--- src/rtl/alarm_setter.sv ---
// alarm_setter: front-panel editor for the alarm preset (BCD hour/minute) with a timed load strobe
module alarm_setter #(
   parameter int TIMEOUT      = 5000,
   parameter int PE_CYCLES    = 4,
   parameter int REPEAT_DELAY = 500,
   parameter int REPEAT_RATE  = 100
) (
   input  logic       CP,
   input  logic       CR_N,
   input  logic       KEY_MODE,
   input  logic       KEY_INC,
   input  logic       KEY_OK,
   input  logic [7:0] BFM_H,
   input  logic [7:0] BFM_M,
   output logic [7:0] D_H,
   output logic [7:0] D_M,
   output logic [7:0] D_S,
   output logic       PE,
   output logic [1:0] EDIT
);
   localparam logic [1:0] IDLE   = 2'b00;
   localparam logic [1:0] EDIT_H = 2'b01;
   localparam logic [1:0] EDIT_M = 2'b10;
   localparam logic [1:0] LOAD   = 2'b11;
   localparam int TW = $clog2(TIMEOUT + 1);
   localparam int RW = $clog2((REPEAT_DELAY > REPEAT_RATE ? REPEAT_DELAY : REPEAT_RATE) + 1);
   localparam int PW = $clog2(PE_CYCLES + 1);

   logic [1:0]    state, nxt;
   logic          mode_q, inc_q, ok_q, armed, rep_phase, keep;
   logic          p_ok, p_mode, p_inc, editing, rep, inc_ev, pe_last, h_ok, m_ok;
   logic [TW-1:0] idle_cnt;
   logic [RW-1:0] hold_cnt;
   logic [PW-1:0] pe_cnt;
   logic [7:0]    h_inc, m_inc;

   assign editing = state == EDIT_H || state == EDIT_M;
   assign p_ok    = KEY_OK & ~ok_q;
   assign p_mode  = KEY_MODE & ~mode_q & ~p_ok;
   assign p_inc   = KEY_INC & ~inc_q & ~p_ok & ~p_mode;
   assign rep     = editing & armed & KEY_INC & ~p_ok & ~p_mode &
                    (hold_cnt == (rep_phase ? RW'(REPEAT_RATE) : RW'(REPEAT_DELAY)));
   assign inc_ev  = editing & (p_inc | rep);
   assign pe_last = pe_cnt == PW'(PE_CYCLES - 1);
   assign nxt     = state == IDLE ? (p_mode ? EDIT_H : IDLE) :
                    state == LOAD ? (pe_last ? IDLE : LOAD) :
                    p_ok ? LOAD :
                    p_mode ? (state == EDIT_H ? EDIT_M : EDIT_H) :
                    (!inc_ev && idle_cnt == TW'(TIMEOUT - 1)) ? IDLE : state;
   // auto-repeat stays armed only while INC is held in the field where it was pressed
   assign keep    = editing && nxt == state && KEY_INC && (p_inc || armed);
   assign h_ok    = BFM_H <= 8'h23 && BFM_H[3:0] <= 4'h9;
   assign m_ok    = BFM_M <= 8'h59 && BFM_M[3:0] <= 4'h9;
   assign h_inc   = D_H == 8'h23 ? 8'h00 : D_H[3:0] == 4'h9 ? {D_H[7:4] + 4'h1, 4'h0} : D_H + 8'h01;
   assign m_inc   = D_M == 8'h59 ? 8'h00 : D_M[3:0] == 4'h9 ? {D_M[7:4] + 4'h1, 4'h0} : D_M + 8'h01;
   assign EDIT    = state;
   assign D_S     = 8'h00;

   // Key history, state, hold/idle/load timers and the registered load strobe
   always_ff @(posedge CP) begin
      if (!CR_N) begin
         {mode_q, inc_q, ok_q} <= 3'b000;
         state     <= IDLE;
         PE        <= 1'b0;
         armed     <= 1'b0;
         rep_phase <= 1'b0;
         idle_cnt  <= '0;
         hold_cnt  <= '0;
         pe_cnt    <= '0;
      end else begin
         {mode_q, inc_q, ok_q} <= {KEY_MODE, KEY_INC, KEY_OK};
         state     <= nxt;
         PE        <= nxt == LOAD;
         armed     <= keep;
         rep_phase <= keep & ~p_inc & (rep_phase | rep);
         idle_cnt  <= (!editing || nxt != state || inc_ev) ? '0 : idle_cnt + 1'b1;
         hold_cnt  <= !keep ? '0 : (p_inc || rep) ? RW'(1) : hold_cnt + 1'b1;
         pe_cnt    <= state == LOAD ? pe_cnt + 1'b1 : '0;
      end
   end

   // Working time: sanitised capture on edit entry, BCD step on increment events
   always_ff @(posedge CP) begin
      if (!CR_N) begin
         D_H <= 8'h00;
         D_M <= 8'h00;
      end else if (state == IDLE && p_mode) begin
         D_H <= h_ok ? BFM_H : 8'h00;
         D_M <= m_ok ? BFM_M : 8'h00;
      end else if (inc_ev) begin
         D_H <= state == EDIT_H ? h_inc : D_H;
         D_M <= state == EDIT_M ? m_inc : D_M;
      end
   end
endmodule

--- config.mk ---
export PLATFORM = sky130hd
export DESIGN_NAME = alarm_setter
export DESIGN_NICKNAME = d
export VERILOG_FILES = /design/src/rtl/alarm_setter.sv
export SDC_FILE = /design/constraint.sdc
export NUM_CORES = 1
export LEC_CHECK = 0
export CORE_UTILIZATION = 40
export CTS_CLUSTER_SIZE = 28
export DETAILED_ROUTE_END_ITERATION = 7
export PLACE_DENSITY = 0.6
export SYNTH_ARGS = -nofsm -noshare
export SYNTH_HDL_FRONTEND = slang
export SYNTH_SLANG_ARGS = --single-unit
--- constraint.sdc ---
create_clock -name CP -period 3.5 [get_ports CP]
set_input_delay 0.7 -clock CP [delete_from_list [all_inputs] [get_ports CP]]
set_output_delay 0.7 -clock CP [all_outputs]
set_load 0.02 [all_outputs]
==> reports/metrics.yaml, run 1 <==
via_count: 2409
finalClockSkew_ps: 5.533
worstPathRequired_ps: 3710
start_util: 0.4202
setup_ws_ps: 839.5
timing.fmax_mhz: 375.9
nets: 411
grt_pass1_vias: 2352
hold_viol: 0
crit_start: "EDIT[0]$_SDFF_PN0_"
core_mm2: 0.006869
place_congestion: 0.7537
period_share: 0.7601
worstPathArrival_ps: 2870
floorplan.die_area_mm2: 0.007560
antenna_found_initial: 0
powerDensity_mw_per_mm2: 343.5
crit_fanout: 9
ctsHoldBuffers: 0
wl_per_cell_um: 13.07
cts-resized-gates: 0
startpoint_type: "flop"
cpPeakStageDelay_ps: 500
synth-edff-count: 0
cp-end-kind: "flop"
worst_ir_drop_vdd_uv: 199.1
grt_first_pass_wirelength_um: 10700
synthCells: 336
drv_slew: 0
worst_skew_pair.late_latency_ps: 310
setup_viol: 0
die_y_um: 86.95
ys_seq_area_frac: 0.3398
cts_root_buf: "clkbuf_8"
outcome: "complete, no violations"
worstSetupPathType: "reg -> reg"
rsz0062_at_grt: "no"
clockBufferDepth: 2
pre_cts_slack_ps: 677.1
drt-total-wl_um: 6144
num_rows: 30
n_antenna_cell: 0
cts_tree: "built"
io_pins: 48
die_w_um: 86.95
detail-route-antenna-nets: 0
path_cells: "inv_1, ha_1, nand3_1, a211o_1, a21oi_2, a21oi_1, a221o_1, o211a_1"
final.setup.tns_ps: 0
final_cell_mix: "49 x dfxtp_1, 39 x clkdlybuf4s50_1, 31 x nand3_1"
port_buffers: 39
synth_seq_cells: 49
synth_cell_types: 54
layout-drive-gt1-share: 0.07754
worst_pin_slew_ps: 646.0
ys_warn_count: 0
maxCapViolations: 0
synthArstFlopShare: 0
overflow: 0
p_leak_nw: 1.251
remaining_drc_errors: 0
hp-class: "reg -> reg"
layout_commonest_cell: "dfxtp_1"
synthesis.area_mm2: 0.002887
area_growth_pct: 18.51
cts-buffers-inserted: 5
place_hpwl_um: 4461
dr.pass1.iters: 4
cts_htree_levels: 2
fin_crit_ps: 2661
cp_slowest_cell: "dfxtp_1"
avgSynthCellArea_um2: 8.591
synth_flop_cell: "dfxtp_1"
cts_sinks: 49
viasPerCell: 5.126
relSlewSlack: 0.5633
drtIter0Drc: 98
reg2reg_from: "EDIT[0]$_SDFF_PN0_"
grt_usage: 0.1773
cts_setup_buffers: 0
min_from: "pe_cnt[0]$_SDFF_PN0_"
clkTransAtPathRegs_ps: 90
grt_max_degree: 28
-- kinds of logic after synthesis --
| logic type | share of synthesized area |
|---|---|
| and+or+nand+nor | 0.2735 |
| AOI/OAI and AO/OA | 0.1764 |
| DFF | 0.3398 |
| buffers and inverters | 0.05851 |
| xor gates and xnor gates | 0.07282 |
| adders and majority gates | 0.07369 |
| other | 0.001299 |
| muxes | 0.003901 |
-- sequential cells by signal, summed over array words and instances (netlist names) --
name / flops
D_H: 8
D_M: 8
EDIT: 2
PE: 1
armed: 1
hold_cnt: 9
idle_cnt: 13
inc_q: 1
mode_q: 1
ok_q: 1
pe_cnt: 3
rep_phase: 1
-- cell usage after synthesis (all sizes together) (2+ instances only) --
library cell  count  share of area
dfxtp            49           0.34
nand3            31          0.054
nor2             30          0.039
nand2            20          0.026
ha               17          0.074
nor3             16          0.043
inv              15          0.020
xnor2            15          0.046
a21oi            13          0.024
buf              13          0.031
o21ai            11          0.019
xor2              9          0.027
and3              8          0.017
a21o              7          0.018
and2              7          0.015
clkbuf            6         0.0078
a211oi            5          0.016
nand4             5          0.011
nor2b             5          0.011
o211ai            5          0.013
o31ai             5          0.013
nand2b            4         0.0087
o211a             4          0.014
nand4b            3         0.0091
nor4              3          0.012
a31o              2         0.0061
a31oi             2         0.0043
a32o              2         0.0069
nand3b            2         0.0052
nor3b             2         0.0052
nor4b             2         0.0061
o21a              2         0.0052
o221a             2          0.011
or3               2         0.0043
-- area by class of cell --
class / count / area (µm²)
well taps: 96 / 120.1
clock buffers: 6 / 72.57
multi-input cells: 260 / 1763
fillers: 705 / 3448
flip-flops and latches: 49 / 980.9
clock inverters: 2 / 15.01
repair buffers: 42 / 412.9
inverters: 15 / 56.30
-- worst max-delay path: cells and delay by family (launching register included) --
family / cells / cell delay [ps]
fa+ha+maj: 1 / 370
buf+inv: 1 / 110
simple gates: 1 / 100
compound gates: 5 / 1480
flops: 1 / 500
-- metal layers --
metal | GRT usage | routed length, µm | up-vias
met4 | 0.05303 | 96 | 0
met5 | 0 | 0 | -
met3 | 0.03128 | 202 | 8
li1 | - | - | 1262
met2 | 0.2949 | 2776 | 38
met1 | 0.2341 | 3069 | 1101
-- path summary, 6_finish.rpt --
| kind | endpoint | slack (ps) | cells after the start |
|---|---|---|---|
| worst max-delay path | D_H[3]$_SDFFE_PN0P_ | 840 | 8 |
| worst min register to register | pe_cnt[0]$_SDFF_PN0_ | 430 | 1 |
| worst min-delay path | pe_cnt[0]$_SDFF_PN0_ | 430 | 1 |
| worst max register to register | D_H[3]$_SDFFE_PN0P_ | 840 | 8 |
-- report_power, final --
group | internal (mW) | total, mW | switching [mW]
sequential | 0.572 | 0.594 | 0.0222
clock | 0.141 | 0.339 | 0.198
combinational | 0.0954 | 0.242 | 0.146
-- through the flow --
stage / cell area [µm²] / instances / total power, mW / util / hold slack [ps]
after floorplan: 2913 / 343 / 0.7747 / - / 398.0
after global placement: 3333 / 462 / 0.8476 / 0.4852 / 414.5
after detailed placement: 3333 / 462 / 0.8497 / 0.4852 / 422.7
after CTS: 3421 / 470 / 1.187 / 0.4980 / 436.0
after global routing: 3421 / 470 / 1.235 / 0.4980 / 449.9
final: 3421 / 470 / 1.175 / 0.4980 / 433.8
No activity file was read; power rests on OpenSTA's default activity.
==> inputs of run 2 (changes only) <==
Clock period 3.5 ns to 2.8 ns, I/O delays scaled along.
==> reports/metrics.yaml, run 2 (same netlist as run 1, synthesis figures left out) <==
core_mm2: 0.006869
num_rows: 30
antenna_found_initial: 0
hp-class: "reg -> reg"
cp-end-kind: "flop"
cts-buffers-inserted: 5
whs_ps: 430.8
grt_max_degree: 28
layout-drive-gt1-share: 0.08511
grt_first_pass_wirelength_um: 10640
dr.pass1.iters: 4
via_count: 2415
cts_root_buf: "clkbuf_8"
p_seq_frac: 0.493
drtIter0Drc: 134
start_util: 0.4202
fillers: 675
timing.fmax_mhz: 393.0
path_cells: "inv_1, ha_1, nand3_1, a211o_1, o221a_4, a211oi_2, o22ai_2, buf_12, nor3_1"
drt-total-wl_um: 6023
reg.largest.list: "idle_cnt: 13 flops, hold_cnt: 9 flops"
cp_slowest_cell: "dfxtp_1"
remaining_drc_errors: 0
relSlewSlack: 0.5889
die_w_um: 86.95
period_share: 0.9088
wl_per_cell_um: 12.76
overflow: 0
finalClockSkew_ps: 12.69
placed_area_mm2: 0.003361
outcome: "complete, no violations"
worstPathRequired_ps: 3030
p_total_mw: 1.504
cpPeakStageDelay_ps: 480
cts-resized-gates: 0
largest-register: "idle_cnt"
worstSetupPathType: "reg -> reg"
grt_usage: 0.1781
die_y_um: 86.95
cts_tree: "built"
p_leak_nw: 1.278
power_frac_comb: 0.213
largest_reg_flops: 13
fin_crit_ps: 2545
fin_area_mm2: 0.003457
worst_skew_pair.late_latency_ps: 310
fin_util: 0.5033
startpoint_type: "flop"
cts_sinks: 49
hold_viol: 0
rsz0062_at_grt: "no"
maxCapViolations: 0
port_buffers: 39
nets: 413
io_pins: 48
powerDensity_mw_per_mm2: 435.2
place_hpwl_um: 4415
n_antenna_cell: 0
drv_slew: 0
grt_pass1_vias: 2326
worst_pin_slew_ps: 608.0
clockBufferDepth: 2
ctsHoldBuffers: 0
final.setup.tns_ps: 0
setup_viol: 0
final_cell_mix: "49 x dfxtp_1, 39 x clkdlybuf4s50_1, 31 x nand3_1"
area_growth_pct: 19.77
clkTransAtPathRegs_ps: 90
power_switching_mw: 0.4545
intPower_mw: 1.050
switching_share: 0.3021
crit_fanout: 24
floorplan.die_area_mm2: 0.007560
cts_htree_levels: 2
place_congestion: 0.7771
viasPerCell: 5.117
worstPathArrival_ps: 2780
cts_setup_buffers: 0
clkPwrFrac: 0.294
layout_commonest_cell: "dfxtp_1"
worst_ir_drop_vdd_uv: 179.2
detail-route-antenna-nets: 0
run 2: cell count changes in the layout (fill, tap and decap cells not counted):
cell / change
clkinvlp_4: -2
buf_12: +1
clkbuf_8: +1
buf_4: +1
clkinv_4: +1
clkinv_2: +1
clkbuf_1: -1
run 2: cell type report:
type | instances | area (µm²) | share of cell area
inverters | 15 | 56.30 | 0.01629
well taps | 96 | 120.1 | 0.03474
clock buffers | 6 | 82.58 | 0.02389
repair buffers | 44 | 440.4 | 0.1274
clock inverters | 2 | 13.76 | 0.003981
flip-flops and latches | 49 | 980.9 | 0.2837
multi-input cells | 260 | 1763 | 0.5100
run 2: path summary, 6_finish.rpt:
check                       startpoint                 endpoint  slack, ps  cells after the start
setup / recovery    EDIT[0]$_SDFF_PN0_  idle_cnt[10]$_SDFF_PP0_        260                      9
hold / removal    pe_cnt[0]$_SDFF_PN0_     pe_cnt[0]$_SDFF_PN0_        430                      1
setup reg to reg    EDIT[0]$_SDFF_PN0_  idle_cnt[10]$_SDFF_PP0_        260                      9
hold reg to reg   pe_cnt[0]$_SDFF_PN0_     pe_cnt[0]$_SDFF_PN0_        430                      1
run 2: worst max-delay path: cells and delay by family (launching register included):
kind                     cells  cell delay (ps)
flip-flops                   1              480
AO/OA/AOI/OAI                4             1060
adder cells (fa/ha/maj)      1              360
buffers and inverters        2              280
AND/OR/NAND/NOR              2              270
run 2: through the flow:
| step | std cells | setup WS [ps] |
|---|---|---|
| 5_1_grt | 472 | 93.18 |
| 6_report | 472 | 255.3 |
| 2_1_floorplan | 343 | 403.1 |
| 3_3_place_gp | 464 | 220.4 |
| 4_1_cts | 472 | 230.5 |
| 3_5_place_dp | 464 | 201.6 |
run 2: power groups by stage:
stage	Sequential (mW)	Clock, mW	Combinational [mW]
CTS	0.743	0.466	0.322
detailed placement	0.759	0	0.321
finish	0.742	0.442	0.320
global placement	0.759	0	0.320
global route	0.747	0.491	0.350
floorplan	0.771	0	0.198
run 2: layer usage:
layer,vias up,GRT usage,share of wire,wire [µm]
met4,0,0.07273,0.012,74
met3,5,0.03697,0.034,206
li1,1261,-,-,-
met1,1106,0.2362,0.49,2966
met2,43,0.2813,0.46,2776
met5,-,0,0,0
==> inputs of run 3 (changes only) <==
Settings changed: CORE_UTILIZATION 40 to 53, PLACE_DENSITY 0.6 to 0.77.
==> reports/metrics.yaml, run 3 (same netlist as run 1, synthesis figures left out) <==
outcome: "complete, no violations"
power_frac_comb: 0.203
start_util: 0.5581
cts_htree_levels: 2
cts-resized-gates: 0
power_switching_mw: 0.4721
clockBufferDepth: 2
grt_max_degree: 28
rsz0062_at_grt: "no"
place_congestion: 0.8318
drt-total-wl_um: 6268
cts-buffers-inserted: 5
grt_pass1_vias: 2322
hp-class: "reg -> reg"
p_total_mw: 1.590
maxCapViolations: 0
cts_tree: "built"
final.setup.tns_ps: 0
nets: 413
multi_input_area_mm2: 0.001763
detail-route-antenna-nets: 0
final_cell_mix: "49 x dfxtp_1, 39 x clkdlybuf4s50_1, 31 x nand3_1"
worst_pin_slew_ps: 582.5
crit_fanout: 24
worstSetupPathType: "reg -> reg"
placed_area_mm2: 0.003328
grt_first_pass_wirelength_um: 10540
worst_skew_pair.late_latency_ps: 310
remaining_drc_errors: 0
reg.largest.list: "idle_cnt: 13 flops, hold_cnt: 9 flops"
worstPathRequired_ps: 3040
worst_ir_drop_vdd_uv: 282.3
viasPerCell: 5.614
antenna_found_initial: 0
wl_per_cell_um: 14.05
startpoint_type: "flop"
die_w_um: 75.80
intPower_mw: 1.118
whs_ps: 427.8
port_buffers: 39
largest_reg_flops: 13
cp_slowest_cell: "dfxtp_1"
worstPathArrival_ps: 2770
die_y_um: 75.80
largest-register: "idle_cnt"
fin_crit_ps: 2538
grt_usage: 0.2391
fillers: 467
timing.fmax_mhz: 394.0
powerDensity_mw_per_mm2: 462.0
layout-drive-gt1-share: 0.08511
core_mm2: 0.005172
area_growth_pct: 19.20
ctsHoldBuffers: 0
finalClockSkew_ps: 8.571
p_leak_nw: 1.286
fin_area_mm2: 0.003441
n_antenna_cell: 0
place_hpwl_um: 4475
overflow: 0
clkTransAtPathRegs_ps: 100
layout_commonest_cell: "dfxtp_1"
period_share: 0.9064
cts_setup_buffers: 0
drtIter0Drc: 179
floorplan.die_area_mm2: 0.005746
hold_viol: 0
relSlewSlack: 0.6117
cp-end-kind: "flop"
path_cells: "inv_1, ha_1, nand3_1, a211o_1, o221a_4, a211oi_2, o22ai_2, buf_12, nor3_1"
dr.pass1.iters: 4
seqCellArea_um2: 980.9
clkPwrFrac: 0.329
cts_sinks: 49
via_count: 2504
p_seq_frac: 0.468
cts_root_buf: "clkbuf_8"
setup_viol: 0
drv_slew: 0
switching_share: 0.2970
io_pins: 48
num_rows: 26
cpPeakStageDelay_ps: 480
==> run 3: cell types whose count changed in the layout (fill, tap and decap cells not counted), sizes merged <==
| cell | before | now |
|---|---|---|
| bufinv | 0 | 1 |
| clkbuf | 6 | 5 |
| clkinv | 2 | 1 |
| inv | 15 | 16 |
==> run 3: layer usage <==
layer  global-route usage  part of all wire
met5                    0                 0
met4              0.07407             0.010
met3              0.04630             0.034
met2               0.3805              0.46
met1               0.3261              0.49
==> run 3: critical path: cells and delay by family (launching register included) <==
kind,cells,cell delay (ps)
AO/OA/AOI/OAI,4,1030
flip-flops,1,480
adder cells (fa/ha/maj),1,380
AND/OR/NAND/NOR,2,290
buffers and inverters,2,280
==> run 3: cell type report <==
cell class	instances	area share
timing repair buffer	44	0.1280
sequential	49	0.2851
clock inverter	3	0.01273
multi-input combinational	260	0.5124
tap	70	0.02545
clock buffer	5	0.02000
inverter	15	0.01636
==> run 3: worst paths after layout <==
| kind | depth (start not counted) | start | end | slack [ps] |
|---|---|---|---|---|
| min | 1 | pe_cnt[0]$_SDFF_PN0_ | pe_cnt[0]$_SDFF_PN0_ | 430 |
| max | 9 | EDIT[0]$_SDFF_PN0_ | idle_cnt[10]$_SDFF_PP0_ | 260 |
| max reg2reg | 9 | EDIT[0]$_SDFF_PN0_ | idle_cnt[10]$_SDFF_PP0_ | 260 |
| min reg2reg | 1 | pe_cnt[0]$_SDFF_PN0_ | pe_cnt[0]$_SDFF_PN0_ | 430 |
==> run 3: metrics by stage <==
| stage | utilization | cells | setup WS, ps |
|---|---|---|---|
| 2_1_floorplan | - | 343 | 403.1 |
| 3_3_place_gp | 0.6434 | 438 | 273.4 |
| 3_5_place_dp | 0.6434 | 438 | 206.5 |
| 4_1_cts | 0.6652 | 446 | 245.1 |
| 5_1_grt | 0.6652 | 446 | 49.88 |
| 6_report | 0.6652 | 446 | 262.0 |
==> run 3: power by group through the flow <==
stage               clock network (mW)  logic, mW  registers (mW)
floorplan                            0      0.198           0.771
global route                     0.562      0.353           0.747
global placement                     0      0.315           0.759
CTS                              0.535      0.321           0.744
detailed placement                   0      0.319           0.759
finish                           0.523      0.323           0.744
